### config.mk
export PLATFORM = sky130hd
export DESIGN_NAME = credit_link_tx
export DESIGN_NICKNAME = d
export VERILOG_FILES = /design/src/rtl/credit_link_tx_pkg.sv /design/src/rtl/credit_link_tx_credit_counter.sv /design/src/rtl/credit_link_tx.sv
export SDC_FILE = /design/constraint.sdc
export NUM_CORES = 1
export LEC_CHECK = 0
export ABC_AREA = 1
export CAP_MARGIN = 30
export CELL_PAD_IN_SITES_DETAIL_PLACEMENT = 0
export CELL_PAD_IN_SITES_GLOBAL_PLACEMENT = 2
export CORE_UTILIZATION = 23
export DETAILED_ROUTE_END_ITERATION = 10
export PLACE_DENSITY = 0.85
export SLEW_MARGIN = 20
export SYNTH_ARGS = -nofsm -noshare
export SYNTH_HDL_FRONTEND = slang
export SYNTH_SLANG_ARGS = --single-unit
### constraint.sdc
create_clock -name clk_i -period 2.5 [get_ports clk_i]
set_input_delay 0.375 -clock clk_i [delete_from_list [all_inputs] [get_ports clk_i]]
set_output_delay 0.375 -clock clk_i [all_outputs]
set_load 0.01 [all_outputs]
### src/rtl/credit_link_tx_pkg.sv
// Shared NoC link parameters and credit-counter operation encoding, so the router,
// link rx buffer and credit_link_tx agree on flit width and downstream buffer depth.
package credit_link_tx_pkg;

  localparam int unsigned NOC_DATA_WIDTH       = 8;
  localparam int unsigned NOC_MAX_CREDITS      = 8;
  localparam int unsigned NOC_CREDIT_WIDTH     = 4;
  localparam int unsigned NOC_LOW_CREDIT_LEVEL = 2;

  typedef enum logic [1:0] {
    CNT_HOLD = 2'd0,
    CNT_DEC  = 2'd1,
    CNT_INC  = 2'd2
  } cnt_op_e;

  // A simultaneous increment and decrement cancel out, so they map to hold.
  function automatic cnt_op_e cnt_op(input logic inc, input logic dec);
    if (inc && !dec) return CNT_INC;
    if (dec && !inc) return CNT_DEC;
    return CNT_HOLD;
  endfunction

endpackage

### src/rtl/credit_link_tx_credit_counter.sv
// Saturating up/down credit counter with a sticky overflow flag and low/zero decodes.
module credit_counter
  import credit_link_tx_pkg::*;
#(
  parameter int unsigned MAX_CREDITS      = NOC_MAX_CREDITS,
  parameter int unsigned CREDIT_WIDTH     = NOC_CREDIT_WIDTH,
  parameter int unsigned LOW_CREDIT_LEVEL = NOC_LOW_CREDIT_LEVEL
) (
  input  logic                    clk_i,
  input  logic                    rst_i,
  input  logic                    inc_i,
  input  logic                    dec_i,
  output logic [CREDIT_WIDTH-1:0] cnt_o,
  output logic                    sat_err_o,
  output logic                    low_o,
  output logic                    zero_o
);

  localparam logic [CREDIT_WIDTH-1:0] MAX_C = CREDIT_WIDTH'(MAX_CREDITS);
  localparam logic [CREDIT_WIDTH-1:0] LOW_C = CREDIT_WIDTH'(LOW_CREDIT_LEVEL);
  localparam logic [CREDIT_WIDTH-1:0] ONE   = CREDIT_WIDTH'(1);

  cnt_op_e op;

  always_comb begin
    op = cnt_op(inc_i, dec_i);
  end

  // Counter floors at zero and saturates at MAX_C; an increment at MAX_C flags an error.
  always_ff @(posedge clk_i or posedge rst_i) begin
    if (rst_i) begin
      cnt_o     <= MAX_C;
      sat_err_o <= 1'b0;
    end else begin
      unique case (op)
        CNT_DEC: begin
          if (cnt_o != '0) cnt_o <= cnt_o - ONE;
        end
        CNT_INC: begin
          if (cnt_o == MAX_C) sat_err_o <= 1'b1;
          else                cnt_o     <= cnt_o + ONE;
        end
        default: ;
      endcase
    end
  end

  always_comb begin
    low_o  = (cnt_o <= LOW_C);
    zero_o = (cnt_o == '0);
  end

endmodule

### src/rtl/credit_link_tx.sv
// Transmit side of a credit-based NoC link: valid/ready flit intake, registered
// link output, and downstream credit tracking with low/empty flags for arbitration.
module credit_link_tx
  import credit_link_tx_pkg::*;
#(
  parameter int unsigned DATA_WIDTH       = NOC_DATA_WIDTH,
  parameter int unsigned MAX_CREDITS      = NOC_MAX_CREDITS,
  parameter int unsigned CREDIT_WIDTH     = NOC_CREDIT_WIDTH,
  parameter int unsigned LOW_CREDIT_LEVEL = NOC_LOW_CREDIT_LEVEL
) (
  input  logic                    clk_i,
  input  logic                    rst_i,
  input  logic [DATA_WIDTH-1:0]   data_i,
  input  logic                    valid_i,
  output logic                    ready_o,
  output logic [DATA_WIDTH-1:0]   data_o,
  output logic                    valid_o,
  input  logic                    credit_i,
  output logic [CREDIT_WIDTH-1:0] credits_o,
  output logic                    low_credit_o,
  output logic                    no_credit_o,
  output logic                    credit_err_o
);

  if (MAX_CREDITS < 1 || MAX_CREDITS >= (2 ** CREDIT_WIDTH) ||
      LOW_CREDIT_LEVEL >= MAX_CREDITS) begin : g_param_check
    $error("credit_link_tx: illegal MAX_CREDITS/CREDIT_WIDTH/LOW_CREDIT_LEVEL combination");
  end

  logic xfer;

  // ready_o comes only from the credit register, so there is no path from valid_i.
  always_comb begin
    ready_o = ~no_credit_o;
    xfer    = valid_i & ready_o;
  end

  always_ff @(posedge clk_i or posedge rst_i) begin
    if (rst_i) begin
      valid_o <= 1'b0;
      data_o  <= '0;
    end else begin
      valid_o <= xfer;
      if (xfer) data_o <= data_i;
    end
  end

  credit_counter #(
    .MAX_CREDITS      (MAX_CREDITS),
    .CREDIT_WIDTH     (CREDIT_WIDTH),
    .LOW_CREDIT_LEVEL (LOW_CREDIT_LEVEL)
  ) u_credit_counter (
    .clk_i     (clk_i),
    .rst_i     (rst_i),
    .inc_i     (credit_i),
    .dec_i     (xfer),
    .cnt_o     (credits_o),
    .sat_err_o (credit_err_o),
    .low_o     (low_credit_o),
    .zero_o    (no_credit_o)
  );

endmodule

==> summary.md <==
| Metric | Value |
|---|---|
| RR Endpoint | `u_credit_counter.cnt_o[3]` |
| R2R Path Start | `u_credit_counter.cnt_o[3]` |
| M1 GR Usage | `between 10 and 15%` |
| Slew HR | `64.10%` |
| Final period utilization | `between 80% and 90%` |
| Initial antenna violation count | `0` |
| Status | `complete, no violations` |
| Crit-path leading delay family | `simple AND/OR/NAND/NOR gates` |
| Mapped Area | `between 700 and 800 um^2` |
| Clock sinks | `14` |
| Die width | `between 50 and 60 um` |
| Largest net degree at the start of global routing | `15` |
| DRC viols | `0` |
| Worst-path maximum fanout | `10` |
| First-pass GRT wire length | `3036 um` |
| Synth area leader | `dfrtp_1` |
| Max-cap violations | `0` |
| Core Box Area | `between 3000 and 4000 um^2` |
| GRT overflow | `0` |
| F_max | `about 470 MHz` |
| H-tree depth | `1` |
| Crit path required time | `2720 ps` |
| Layer with the highest usage | `met2` |
| Drt via density | `3.942` |
| Root Buffer | `clkbuf_4` |
| GPL Wtd Cong | `between 0.7 and 0.8` |
| CP Cell Sequence | `nor2_2 > nand2_4 > nand2_8 > ha_1 > inv_1 > ha_1 > or2_2 > nand2_1 > nand2_1 > nand2_1 > nand2_1 > nand2_1` |
| Syn Area/Cell | `8.213 um^2` |
| Slowest library cell on the worst path | `dfstp_2` |
| Worst VDD drop | `0.2981 mV` |
| Reg power frac | `~32%` |
| Synth unique cells | `17` |
| Mapped Nets | `about 110` |
| Cells after Synth | `94` |
| Final hold violations | `0` |
| GRT met3 Usage | `roughly 2.6%` |
| Row count | `20` |
| Yosys reg bits | `14` |
| Final Cell Area | `between 1000 and 1500 um^2` |
| Post-synth top area share | `between 40 and 50%` |
| DR iter-0 viols | `11` |
| CP most frequent cell | `nand2_1` |
| Critical path endpoint category | `flip-flop` |
| CTS buffer count | `3` |
| Buf/Inv on CP | `1` |
| Worst Setup Path Type | `flip-flop to flip-flop` |
| Seq/Total Area, Yosys | `around 46%` |
| Crit path DAT | `between 2000 and 2500 ps` |
| Reg2reg setup slack | `around 380 ps` |
| Synth warn | `0` |
| Synth top area cells | `dfrtp_1 42%, nand2_1 23%, ha_1 6.5%` |
| Post-detail-place hpwl | `between 1000 and 1500 um` |
| PD cells | `between 1000 and 1500 nW/um^2` |
| Setup TNS | `0 ps` |
| Total wire length | `about 1600 um` |
| Net Sw Power | `slightly above 500 uW` |
| Placed cell areas | `around 1100 um^2` |
| Fin. max-slew vios | `0` |
| Layout cells sized above 1 | `roughly 11%` |
| Vias in the first global route | `approximately 730` |
| Hold Path Class | `primary input to async pin` |
| IO Port Bufs | `28` |
| WL per Instance | `~9.6 um` |
| Final Setup Violations | `0` |
| Placed Cells | `167` |
| Reg2reg path depth | `12` |
| P_int | `between 700 and 800 uW` |
| All-Layer GR Usage | `around 12%` |
| Remaining antenna violation count after routing | `0` |
| Router iterations before antenna repair | `3` |
| Post-CTS Resized | `0` |
| Slowest Stage Delay on Critical Path | `roughly 600 ps` |
| Worst-Skew Late Latency | `between 200 and 300 ps` |
| Clock-pin slew on the worst setup and hold paths | `90 ps` |
| I/O pins | `29` |
| Via Count | `~670` |
| Hold_buf cts | `0` |
| Switch share | `a little over 40%` |
| CTS tree | `built` |
| Critical Path Source Type | `flip-flop` |
| Comb pwr share | `a little under three fifths` |
| Layout Cells excl Fill | `171` |
| Layout area overhead | `47.81%` |
| RSZ-0062 raised after global routing | `false` |
| Die area | `about 3600 um^2` |
| Global routing usage on met2 | `18.73%` |
| Worst Clk Skew | `between 5 and 6 ps` |
| Starting Density | `24.68%` |
| Clock power share | `11.2%` |
| Tmin final | `between 2000 and 2500 ps` |
| Leakage | `about 0.00060 uW` |
| Longest Clk Path Bufs | `2` |
| Postcts setup bufs | `0` |
| Worst Tran Pin Value | `roughly 540 ps` |
| Hold Slack | `426.3 ps` |
| Die Y | `around 60 um` |
| Diodes inserted | `0` |
| Layout Nets | `145` |
## placed cells by master, fill, tap and decap left out, types with 2 or more instances in the layout
cell,netlist,routed
inv_1,13,13
clkdlybuf4s50_1,0,28
nand4_1,2,2
nor2_1,2,2
nand2_1,47,47
clkbuf_4,0,3
dfrtp_1,13,13
nand3_2,3,3
ha_1,4,4
## kinds of logic (layout without fill, tap and decap cells)
logic type | after synthesis | in the layout | share of synthesized area [%]
buffers and inverters | 14 | 47 | 7.132
DFF | 14 | 14 | 45.54
xor gates and xnor gates | 1 | 1 | 1.135
and+or+nand+nor | 60 | 60 | 37.12
adders and majority gates | 5 | 5 | 9.077
## per-stage QoR
step | utilization, % | setup slack, ps | total power, uW
after floorplan | - | 469.5 | 790.0
after CTS | 36.48 | 352.9 | 1257
after global routing | 36.48 | 182.1 | 1370
final | 36.48 | 375.5 | 1235
after global placement | 35.64 | 240.0 | 1107
after detailed placement | 35.64 | 205.2 | 1108
## how the worst max path moves through the flow
stage | from | end | slack (ps) | depth (start not counted)
after CTS | u_credit_counter.cnt_o[2] | u_credit_counter.cnt_o[3] | 350 | 12
after detailed placement | valid_i | u_credit_counter.cnt_o[3] | 210 | 11
after global routing | u_credit_counter.cnt_o[2] | u_credit_counter.cnt_o[3] | 180 | 12
after floorplan | u_credit_counter.cnt_o[0] | u_credit_counter.cnt_o[3] | 470 | 12
final | u_credit_counter.cnt_o[3] | u_credit_counter.cnt_o[3] | 380 | 12
after global placement | valid_i | u_credit_counter.cnt_o[3] | 240 | 11
## per-layer routing
layer,vias to the layer above,part of all wire [%]
met5,-,0
met4,0,0
met3,0,6.1
met2,23,44
met1,305,50
li1,346,-
## final cells by class
| type | instances | area [um^2] |
|---|---|---|
| fillers | 339 | 1987 |
| multi-input cells | 66 | 365.4 |
| flip-flops and latches | 14 | 351.6 |
| repair buffers | 29 | 287.8 |
| inverters | 14 | 55.05 |
| well taps | 44 | 55.05 |
| clock buffers | 4 | 26.28 |
## flip-flops by register name (all words and copies together), names as in the netlist
name and flops:
valid_o 1, u_credit_counter.cnt_o 4, data_o 8, u_credit_counter.sat_err_o 1
## synthesized netlist by cell type
cell and n:
fa_1 1, xor2_1 1, dfstp_2 1, nand3_1 1
ha_1 4, nor2_1 2, inv_4 1, dfrtp_1 13
inv_1 13, nor2_4 1, nand4_1 2, nand2_1 47
nand3_2 3, nand2_4 1, nor2_2 1, nand2_8 1
or2_2 1
## power groups by stage
stage / Combinational [uW] / Sequential, uW / Clock (uW)
after floorplan: 350 / 440 / 0
after global placement: 703 / 404 / 0
after detailed placement: 706 / 402 / 0
after CTS: 710 / 400 / 147
after global routing: 797 / 416 / 157
final: 698 / 398 / 138
No activity file was read; power rests on OpenSTA's default activity.
